File: config.mk
export PLATFORM = sky130hd
export DESIGN_NAME = seq_run_logger
export DESIGN_NICKNAME = d
export VERILOG_FILES = /design/src/rtl/seq_pkg.sv /design/src/rtl/run_fifo.sv /design/src/rtl/seq_run_logger.sv
export SDC_FILE = /design/constraint.sdc
export NUM_CORES = 1
export LEC_CHECK = 0
export ABC_CLOCK_PERIOD_IN_PS = 3070
export CORE_MARGIN = 10
export CORE_UTILIZATION = 25
export DETAILED_ROUTE_END_ITERATION = 12
export GPL_TIMING_DRIVEN = 0
export PLACE_DENSITY = 0.39
export SKIP_CTS_REPAIR_TIMING = 1
export SYNTH_ARGS = -nofsm -noshare
export SYNTH_HDL_FRONTEND = slang
export SYNTH_SLANG_ARGS = --single-unit
File: constraint.sdc
create_clock -name clk -period 3.07 [get_ports clk]
set_input_delay 0.614 -clock clk [delete_from_list [all_inputs] [get_ports clk]]
set_output_delay 0.614 -clock clk [all_outputs]
set_load 0.03 [all_outputs]
File: src/rtl/seq_pkg.sv
// Shared definitions for the seq_circuit Y run logger.
// State codes, default widths and the run record layout.
package seq_pkg;

  localparam logic [1:0] S1 = 2'b00;
  localparam logic [1:0] S2 = 2'b01;
  localparam logic [1:0] S3 = 2'b11;
  localparam logic [1:0] S4 = 2'b10;

  localparam int CNT_W_DEF = 8;
  localparam int TOT_W_DEF = 16;

  typedef struct packed {
    logic                 sat;
    logic [CNT_W_DEF-1:0] len;
  } run_rec_t;

endpackage

File: src/rtl/run_fifo.sv
// Synchronous FIFO, power-of-two depth.
// A push while full without a pop is ignored.
module run_fifo #(
  parameter int DW    = 9,
  parameter int DEPTH = 4
) (
  input  logic                     clk,
  input  logic                     rst,
  input  logic                     push,
  input  logic                     pop,
  input  logic [DW-1:0]            din,
  output logic [DW-1:0]            dout,
  output logic                     full,
  output logic                     empty,
  output logic [$clog2(DEPTH):0]   count
);

  localparam int AW = $clog2(DEPTH);

  logic [DW-1:0] mem [DEPTH];
  logic [AW-1:0] wp;
  logic [AW-1:0] rp;
  logic          wr;
  logic          rd;

  assign full  = (count == (AW+1)'(DEPTH));
  assign empty = (count == '0);
  assign rd    = pop && !empty;
  assign wr    = push && (!full || rd);
  assign dout  = mem[rp];

  always_ff @(posedge clk) begin
    if (wr) mem[wp] <= din;
  end

  always_ff @(posedge clk) begin
    if (rst) begin
      wp    <= '0;
      rp    <= '0;
      count <= '0;
    end else begin
      if (wr) wp <= wp + 1'b1;
      if (rd) rp <= rp + 1'b1;
      unique case ({wr, rd})
        2'b10:   count <= count + 1'b1;
        2'b01:   count <= count - 1'b1;
        default: count <= count;
      endcase
    end
  end

endmodule

File: src/rtl/seq_run_logger.sv
// Measures high runs of Y and queues their lengths.
// Keeps a completed-run total and a sticky drop flag.
module seq_run_logger
  import seq_pkg::*;
#(
  parameter int CNT_W      = CNT_W_DEF,
  parameter int FIFO_DEPTH = 4,
  parameter int TOT_W      = TOT_W_DEF
) (
  input  logic             clk,
  input  logic             rst,
  input  logic             y_in,
  output logic             out_valid,
  input  logic             out_ready,
  output logic [CNT_W-1:0] out_len,
  output logic             out_sat,
  output logic [TOT_W-1:0] run_total,
  output logic             ovf
);

  localparam logic [CNT_W-1:0] LEN_MAX = '1;

  logic                        y_q;
  logic [CNT_W-1:0]            len;
  logic                        sat;
  logic                        run_end;
  logic                        pop;
  logic                        full;
  logic                        empty;
  logic [$clog2(FIFO_DEPTH):0] count;
  logic [CNT_W:0]              head;

  assign run_end   = y_q && !y_in;
  assign pop       = out_ready && !empty;
  assign out_valid = (count != '0);
  assign out_sat   = head[CNT_W];
  assign out_len   = head[CNT_W-1:0];

  run_fifo #(
    .DW    (CNT_W + 1),
    .DEPTH (FIFO_DEPTH)
  ) u_fifo (
    .clk   (clk),
    .rst   (rst),
    .push  (run_end),
    .pop   (pop),
    .din   ({sat, len}),
    .dout  (head),
    .full  (full),
    .empty (empty),
    .count (count)
  );

  always_ff @(posedge clk) begin
    if (rst) begin
      y_q       <= 1'b0;
      len       <= '0;
      sat       <= 1'b0;
      run_total <= '0;
      ovf       <= 1'b0;
    end else begin
      y_q <= y_in;
      if (y_in && !y_q) begin
        len <= CNT_W'(1);
        sat <= 1'b0;
      end else if (y_in && y_q) begin
        if (len == LEN_MAX) sat <= 1'b1;
        else                len <= len + 1'b1;
      end
      // a full FIFO still accepts the record when the head leaves this edge
      if (run_end) begin
        run_total <= run_total + 1'b1;
        if (full && !pop) ovf <= 1'b1;
      end
    end
  end

endmodule
==> results.md, run 1 <==
- At the placement stage, the worst setup path has a slack of -162 ps.
- Across the VDD grid, the largest voltage drop is 0.269 mV.
- In the final layout, flip-flops and latches occupy 0.00180 sq mm.
- The floorplan core area is 0.0119 sq mm.
- The async set or reset register ratio after synthesis is 0.
- After detailed routing, the number of remaining DRC violations is 0.
- The startpoint of the tightest hold check path is ovf.
- Setup violations remaining at the end of the flow were counted as 0.
- Summed over all layers, the global routing overflow is 0.
- The critical path class is input pin to register.
- The post-synthesis instance area is 0.00301 sq mm.
- The largest area contributor in the netlist is edfxtp_1.
- The minimum setup slack among reg-to-reg paths is 580 ps.
- The via count of the first global-routing pass is 1960.
- After the first detailed-routing iteration, the DRC count stood at 95.
- The mean post-synth cell area is 12.9 sq um.
- STA classifies the critical path endpoint as a register.
- After detailed routing, the average wire length per cell comes to 14.3 um.
- After routing the design area is 0.00375 sq mm.
- The endpoint required time on the critical path is 3330 ps.
- The count of max-cap constraint violations is 0.
- Final hold analysis gives a worst-case slack of 496 ps.
- In this run the tightest slew margin relative to its limit is 0.593.
- CTS built an H-tree with a depth of 3.
- Setup repair after global routing left no endpoint under its margin.
- Routability-driven placement finished with a final weighted congestion of 0.697.
- The total cell area at the placement stage is 0.00349 sq mm.
- The worst setup path is launched from an input pin.
- At the pin with the least slew margin, the transition time is 611 ps.
- The share of synthesized area in the top cell type comes to 0.359.
- The multi-input combinational cells in the finished layout cover a total of 0.00111 sq mm.
- Synthesis instantiated 44 different standard cells from the library.
- The cell at the root of the clock tree is clkbuf_16.
- The worst hold path belongs to the class register to register.
- The final core utilization is 0.315.
- The arrival time at the worst endpoint is 3060 ps.
- For this run, the top clock speed supported by timing is 357 MHz.
- The synthesis-to-layout area growth is 24.6%.
- For this run, the number of Yosys warnings is 0.
- TritonCTS built the clock tree.
- For this configuration, the core starts out at a cell density of 0.253.
- During placement, the flow inserted port buffers numbering 29.
- The most used flip-flop cell after synthesis is edfxtp_1.
- Dividing the final minimum period by the clock period gives 0.911.
- The total iterations of the first detailed-routing run is 4.
- The number of flip-flops and latches in the synthesized netlist is 72.
- From bottom edge to top edge, the die measures 130 um.
- When the netlist entered floorplanning its net count stood at 246.
- The worst register-to-register path ends at u_fifo.count[2].
- Summed over all layers, the routed wires come to 6110 um.
- The later-pin clock latency in the skew report is 330 ps.
- The power density over the cells is 628 mW/mm^2.
- The total instance count after detailed placement is 410.
- The total number of clock tree sinks is 72.
- The clock skew after layout is 3.95 ps.
- Row generation in the floorplan step produced 40 rows.
- TritonCTS created 9 clock buffers.
- The die covers 0.0168 sq mm.
- The vias per cell is 4.36.
- The number of diodes added for antenna fixing is 0.
- By area the synthesized netlist is led by edfxtp_1 36%, dfxtp_1 24%, mux4_2 6.7%, xnor2_1 3.8%, nor2_1 3.7%.
- The first global-routing pass estimated 10300 um of wire.
- The worst setup margin is 272 ps.
- The number of hold violations in the final report was 0.
- The worst hold path passes through 2 cells.
- During I/O placement, the number of pins put on the boundary was 31.
- The number of cells on the worst reg-to-reg path is 9.
- The initial antenna violation count came to 0.
- The global-route usage over all layers is 0.0802.
- No sink is reached through more buffers than the 2 on the longest clock path.
- After technology mapping, the gate count stands at 234.
- The routed layout has 1858 vias.
- The fill cell total of the finished layout is 1213.
- The net count of the finished layout is 286.
- For this run, the register share of the synthesized area comes to 0.598.
- The non-filler instance count after layout is 426.
- Summed over all cells, the static leakage comes to 1.27 nW.
- The clock transition at the registers of the reported paths is 50 ps.
- Entering global routing, the biggest net connects 13 pins.
- The maximum fanout along the worst path is 7.
- In the synthesized netlist, the cells that appear most often are 36 x dfxtp_1, 36 x edfxtp_1, 30 x nor2_1.
- The endpoint of the worst hold path is ovf.
- The flow ran to the end, and the final reports show no timing, DRC or antenna violations.
- In this run the critical register-to-register path is launched from u_fifo.count[0].
- The placed wire-length estimate is 4220 um.
- The die extent in x is 130 um.
- The remaining antenna violation count is 0.
- The layout cell share with drive strength beyond 1 is 0.118.
- The final number of max-transition violations is 0.
- Counting flops with a built-in enable in the synthesized netlist gives 36.
- For the finished layout, the period the worst path requires is 2800 ps.
[flip-flops by register name (all words and copies together), names as in the netlist, named ones only]
register / count
len: 8
ovf: 1
run_total: 16
sat: 1
u_fifo.count: 3
u_fifo.mem: 36
u_fifo.rp: 2
u_fifo.wp: 2
y_q: 1
[how the worst max path moves through the flow]
stage	from	endpoint	slack, ps	cells past startpoint
global placement	out_ready	u_fifo.count[2]	-190	10
detailed placement	out_ready	u_fifo.count[2]	-160	10
finish	out_ready	u_fifo.count[2]	270	10
CTS	out_ready	u_fifo.count[2]	160	10
global route	out_ready	u_fifo.count[2]	30	10
floorplan	out_ready	u_fifo.count[2]	680	9
[critical path, stage by stage]
cell and delay (ps):
clkdlybuf4s50_1 430, nor4b_1 510, nor3_2 180, inv_1 100, ha_1 180, inv_1 60
fa_1 370, xor2_1 150, or3_1 300, a21oi_1 140
[layer usage]
layer	vias up	part of all wire	GRT usage
li1	923	-	-
met2	42	0.46	0.123
met3	10	0.072	0.0406
met4	0	0.017	0.0317
met1	883	0.45	0.0935
met5	-	0	0
[cell usage in the layout (no fill, tap or decap), drive strengths merged, types with 8 or more instances in the layout]
cell type	count
edfxtp	36
a21oi	8
inv	13
nor2	30
xor2	8
dfxtp	36
nand3	8
nand2	9
clkbuf	14
xnor2	13
mux4	9
clkdlybuf4s50	29
[cell type report]
cell class              count  share of cell area
multi-input cells         141               0.297
well taps                 147              0.0490
clock buffers              12              0.0656
plain buffers               8              0.0127
repair buffers             29              0.0773
inverters                  13              0.0130
clock inverters             4             0.00566
flip-flops and latches     72               0.480
[metrics by stage]
step                      power (mW)  TNS [ps]
final                           2.36         0
after global routing            2.47         0
after CTS                       2.40         0
after detailed placement        1.46      -162
after global placement          1.46      -187
after floorplan                 1.34         0
[where the power goes]
group / total, mW / leakage [nW] / internal, mW / switching, mW
clock network: 0.927 / 0.130 / 0.563 / 0.364
logic: 0.375 / 0.501 / 0.173 / 0.202
registers: 1.06 / 0.640 / 1.03 / 0.0235
total: 2.36 / 1.27 / 1.77 / 0.590
[kinds of logic after synthesis]
kind of cell | count (synthesis) | synth area share
and+or+nand+nor | 79 | 0.148
AOI/OAI and AO/OA | 20 | 0.0444
DFF | 72 | 0.598
xor gates and xnor gates | 21 | 0.0610
muxes | 13 | 0.0810
adders and majority gates | 8 | 0.0357
buffers and inverters | 21 | 0.0320
Note: power is estimated with default switching activity, not from simulation.
==> run 2: changes to the inputs <==
--- a/config.mk
+++ b/config.mk
@@ -9,7 +9,7 @@
 export CORE_MARGIN = 10
 export CORE_UTILIZATION = 25
 export DETAILED_ROUTE_END_ITERATION = 12
-export GPL_TIMING_DRIVEN = 0
+export GPL_TIMING_DRIVEN = 1
 export PLACE_DENSITY = 0.39
 export SKIP_CTS_REPAIR_TIMING = 1
 export SYNTH_ARGS = -nofsm -noshare
==> run 2 against run 1 <==
Compared with the run above:
- final area rose by 1.1%
- combinational power about the same
- worst hold slack better by 21 ps
- largest cell class unchanged
- first-iteration DRC count fell by 5.3%
==> results.md, run 2 (synthesized netlist as in run 1, its figures left out) <==
- The run finished with clean final reports.
- The internal power is 1.85 mW.
- The floorplan step defined a die boundary enclosing 0.0168 sq mm.
- The maximum fanout along the worst path is 9.
- The number of cells traversed by the worst hold path is 2.
- The starting utilization of the core area is 0.253.
- The maximum VDD drop is 0.263 mV.
- Setup total negative slack on the finished layout was measured at 0 ps.
- Setup repair after global routing left no endpoint under its margin.
- The routed wirelength normalized by instance count is 14.4 um.
- TritonCTS built the clock tree.
- The class of the tightest hold or removal check is register to register.
- For the worst setup path, the data arrival time is 2020 ps.
- Once detailed placement completed, the half-perimeter wirelength came to 4250 um.
- For the pin with the worst max-slew slack, the measured transition is 523 ps.
- The count of max-cap constraint violations is 0.
- The minimum setup slack among reg-to-reg paths is 850 ps.
- The count of port buffers added during placement is 30.
- The first TritonRoute pass finished after 4 iterations.
- The global-route usage over all layers is 0.0788.
- In this run the static leakage power is 1.30 nW.
- The clock net in this run drives a total of 72 sinks.
- The first global-routing pass estimated 10100 um of wire.
- The tightest slew margin relative to the limit is 0.651.
- The vias after detailed routing is 1814.
- The total net switching power is 0.639 mW.
- Of the total power, registers draw 0.427.
- The remaining routing DRC violations is 0.
- Of the available clock period, the critical path in the final layout requires 0.858.
- The initial antenna violation count was 0.
- The flip-flop count of the largest register after layout is 36.
- The share of total power in combinational logic is 0.151.
- The number of H-tree levels is 3.
- The overflow left after global routing is 0.
- Counting flops per register, the top entry is u_fifo.mem.
- The startpoint of the tightest hold check path is u_fifo.count[2].
- The height of the die is 130 um.
- Based on the critical path, the design can be clocked at up to 380 MHz.
- The via count of the first global-routing pass is 1965.
- The buffer depth of the longest clock path is 2.
- The clock transition at the registers of the reported paths is 60 ps.
- In this run the core area contains 40 standard-cell rows.
- The number of diodes added for antenna fixing is 0.
- The clock skew after layout is 7.15 ps.
- The final number of max-transition violations was 0.
- The endpoint required time on the critical path is 2460 ps.
- For the finished layout, the period the worst path requires is 2630 ps.
- In this run, CTS created clock tree buffers numbering 9.
- The placer congestion estimate is 0.700.
- Of the total power, the clock network draws 0.422.
- The number of DRC violations after detailed-routing iteration 0 is 90.
- The wire length reported by the detailed router is 6100 um.
- The number of hold violations in the final report was 0.
- In this run the remaining antenna-violating nets after routing total 0.
- Leaving out fill and tap cells, the most frequent cells in the layout are 36 x dfxtp_1, 36 x edfxtp_1, 30 x nor2_1, 30 x clkdlybuf4s50_1, 13 x xnor2_1.
- The endpoint of the worst hold path is u_fifo.count[2].
- The worst setup path is captured at a primary output.
- At the later pin of the worst-skew pair, clock insertion delay measures 330 ps.
- The worst setup path is launched from a register.
- In this run the power density over the cells is 655 mW/mm^2.
- For the worst flop-to-flop path, the logic depth is 10.
- In the final layout, the share of cells above drive strength 1 is 0.137.
- The largest registers in the layout are u_fifo.mem: 36 flops, run_total: 16 flops, len: 8 flops.
- The final core utilization is 0.319.
- The die extent in x is 130 um.
- At the end of the flow, the number of nets in the layout was 285.
- Entering global routing, the biggest net connects 15 pins.
- The worst setup path is of the register to primary output kind.
- The total instance count after detailed placement is 409.
- The non-filler instance count after layout is 425.
- The layout has 1207 filler cells.
- The count of pins on the block boundary is 31.
- The switching share of power is 0.257.
- The launch instance of the worst register-to-register path is u_fifo.count[0].
- The number of endpoints failing setup at the final stage is 0.
- The synthesis-to-layout area growth is 26.0%.
- The floorplan step defined a core boundary enclosing 0.0119 sq mm.
- The cell at the root of the clock tree is clkbuf_16.
- In the routed layout, each cell is associated on average with a via count of 4.27.
- In this run the critical register-to-register path is captured at u_fifo.count[2].
==> run 2: power groups by stage <==
stage / sequential (mW) / combinational, mW / clock (mW)
final: 1.06 / 0.376 / 1.05
after global routing: 1.07 / 0.408 / 1.13
after CTS: 1.06 / 0.386 / 1.08
after detailed placement: 1.08 / 0.385 / 0
after global placement: 1.08 / 0.384 / 0
after floorplan: 1.07 / 0.265 / 0
==> run 2: through the flow <==
stage	instance area [sq um]	worst slack [ps]	hold WS (ps)	power, mW
final	3800	436	517	2.49
after global routing	3800	347	548	2.61
after CTS	3800	393	519	2.52
after detailed placement	3490	167	502	1.47
after global placement	3490	190	500	1.47
after floorplan	3010	679	461	1.34
==> run 2: critical path, stage by stage (launching register included) <==
cell and delay [ps]:
dfxtp_1 310, buf_4 220, mux4_2 540, clkdlybuf4s50_1 620
==> run 2: metal layers <==
| layer | part of all wire | vias to the layer above | GRT usage |
|---|---|---|---|
| li1 | - | 922 | - |
| met1 | 0.46 | 844 | 0.0889 |
| met2 | 0.46 | 40 | 0.128 |
| met3 | 0.073 | 8 | 0.0438 |
| met4 | 0.0084 | 0 | 0.0179 |
| met5 | 0 | - | 0 |
==> run 2: final cells by class <==
| cell class | count | area [sq um] | share of cell area |
|---|---|---|---|
| clock buffers | 9 | 225 | 0.0593 |
| inverters | 13 | 48.8 | 0.0129 |
| repair buffers | 36 | 345 | 0.0909 |
| well taps | 147 | 184 | 0.0484 |
| multi-input cells | 141 | 1110 | 0.294 |
| clock inverters | 7 | 77.6 | 0.0204 |
| flip-flops and latches | 72 | 1800 | 0.474 |
==> run 2: worst max path at each step <==
stage,from,depth (start not counted),endpoint
final,register,3,out_len[0]
after global routing,register,3,out_len[0]
after CTS,register,3,out_len[0]
after detailed placement,out_ready,11,u_fifo.count[2]
after global placement,out_ready,11,u_fifo.count[2]
after floorplan,out_ready,9,u_fifo.count[2]
==> edit, RTL diff (config.mk and constraints of run 2) <==
Set the package constant `TOT_W_DEF` to 32 (it was 16).
--- a/src/rtl/seq_pkg.sv
+++ b/src/rtl/seq_pkg.sv
@@ -8,7 +8,7 @@
   localparam logic [1:0] S4 = 2'b10;
 
   localparam int CNT_W_DEF = 8;
-  localparam int TOT_W_DEF = 16;
+  localparam int TOT_W_DEF = 32;
 
   typedef struct packed {
     logic                 sat;
Interface: changed (resized run_total); port bits go from 31 to 47. The function was not compared with the original's and may differ.
==> edit against run 2 <==
  * Sequential power up 22%
  * Worst setup slack worse by 0.013 ns
  * Design area up 26%
  * Synthesized cell count up 42%
  * Combinational power up 36%
  * Wire length up 39%
  * Via count up 46%
  * Final cell count up 34%
  * Synthesized area up 25%
  * Sequential cell count up 16
  * Clock power up 18%
  * Total power up 23%
==> edit: results (changes against run 2) <==
Status: finished clean (unchanged)
FILL cells: 1494 (was 1207)
Psw: 0.7790 mW (was 0.6386 mW)
Layout cells sized above 1: 0.09870 (was 0.1367)
Global-route wire length before repair: 14070 um (was 10100 um)
Primary FF master, synth: dfxtp_1 (was edfxtp_1)
Initial drt markers: 113 (was 90)
Vias post-DR: 2653 (was 1814)
Placed Cells incl. Taps: 553 (was 409)
Worst-Skew Late Latency: 0.35 ns (was 0.33 ns)
Number of distinct library cells after synthesis: 43 (was 44)
DP Wirelength: 5732 um (was 4246 um)
Clock share of power: 0.407 (was 0.422)
IO buf count: 46 (was 30)
# nets final: 391 (was 285)
Sequential Power: 1.29 mW (was 1.06 mW)
Gr usage total: 0.08782 (was 0.07880)
Top flop regs: u_fifo.mem (36), run_total (32), len (8) (was u_fifo.mem (36), run_total (16), len (8))
Synth Area in Compound Gates: 0.09492 (was 0.04444)
Multiplexer share of the synthesized area: 0.07069 (was 0.08098)
Area share of the largest cell type after synthesis: 0.2868 (was 0.3588)
Final GP Congestion: 0.7483 (was 0.6999)
Final Instance Count excl. Fillers: 569 (was 425)
Final clock skew: 0.005885 ns (was 0.007152 ns)
Top cells by area, synth: edfxtp_1, dfxtp_1, mux4_2 (unchanged)
Pleak: 1.500 nW (was 1.295 nW)
Syn_nets: 343 (was 246)
Syn_area_per_cell: 11.36 um^2 (was 12.88 um^2)
Slew Limit Headroom: 0.5679 (was 0.6508)
-- edit: changes by cell type after synthesis, moves of 7 or more --
cell,before,now
a21oi_1,8,28
clkbuf_1,2,9
dfxtp_1,36,52
nand2_1,9,16
nor2_1,30,23
o21ai_0,3,10
o31ai_1,1,15
or3_1,5,12
or4_1,1,16
-- edit: worst min-delay path, cell delays in order, from the launching register on --
cell     delay (ns)
dfxtp_1        0.33
a21oi_1        0.04
nor2_1         0.07
-- edit: final cells by class --
type / instances / share of cell area
tap: 184 / 0.04822
clock buffer: 11 / 0.05320
timing repair buffer: 53 / 0.1064
clock inverter: 5 / 0.01782
multi-input combinational: 214 / 0.3189
inverter: 14 / 0.01101
sequential: 88 / 0.4444
-- edit: per-stage QoR --
| stage | cell area (um^2) | power, mW |
|---|---|---|
| after floorplan | 3770 | 1.669 |
| after global placement | 4436 | 1.844 |
| after detailed placement | 4436 | 1.846 |
| after CTS | 4775 | 3.109 |
| after global routing | 4775 | 3.194 |
| final | 4775 | 3.047 |
-- edit: kinds of logic (layout without fill, tap and decap cells) --
logic type	Yosys count	after routing
xor gates and xnor gates	14	14
muxes	15	15
and+or+nand+nor	118	118
buffers and inverters	30	83
adders and majority gates	7	7
DFF	88	88
AOI/OAI and AO/OA	60	60
-- edit: routing by layer --
layer / GRT usage / vias up / part of all wire
met4: 0.02606 / 0 / 0.0092
met2: 0.1334 / 57 / 0.45
met5: 0 / - / 0
met1: 0.1045 / 1252 / 0.46
li1: - / 1337 / -
met3: 0.04809 / 7 / 0.085
-- edit: final timing paths --
path | start | to | slack [ns] | depth (start not counted)
worst max-delay path | flop | out_len[4] | 0.42 | 3
worst min-delay path | ovf | ovf | 0.47 | 2
worst max register to register | run_total[16] | run_total[29] | 0.86 | 4
worst min register to register | ovf | ovf | 0.47 | 2
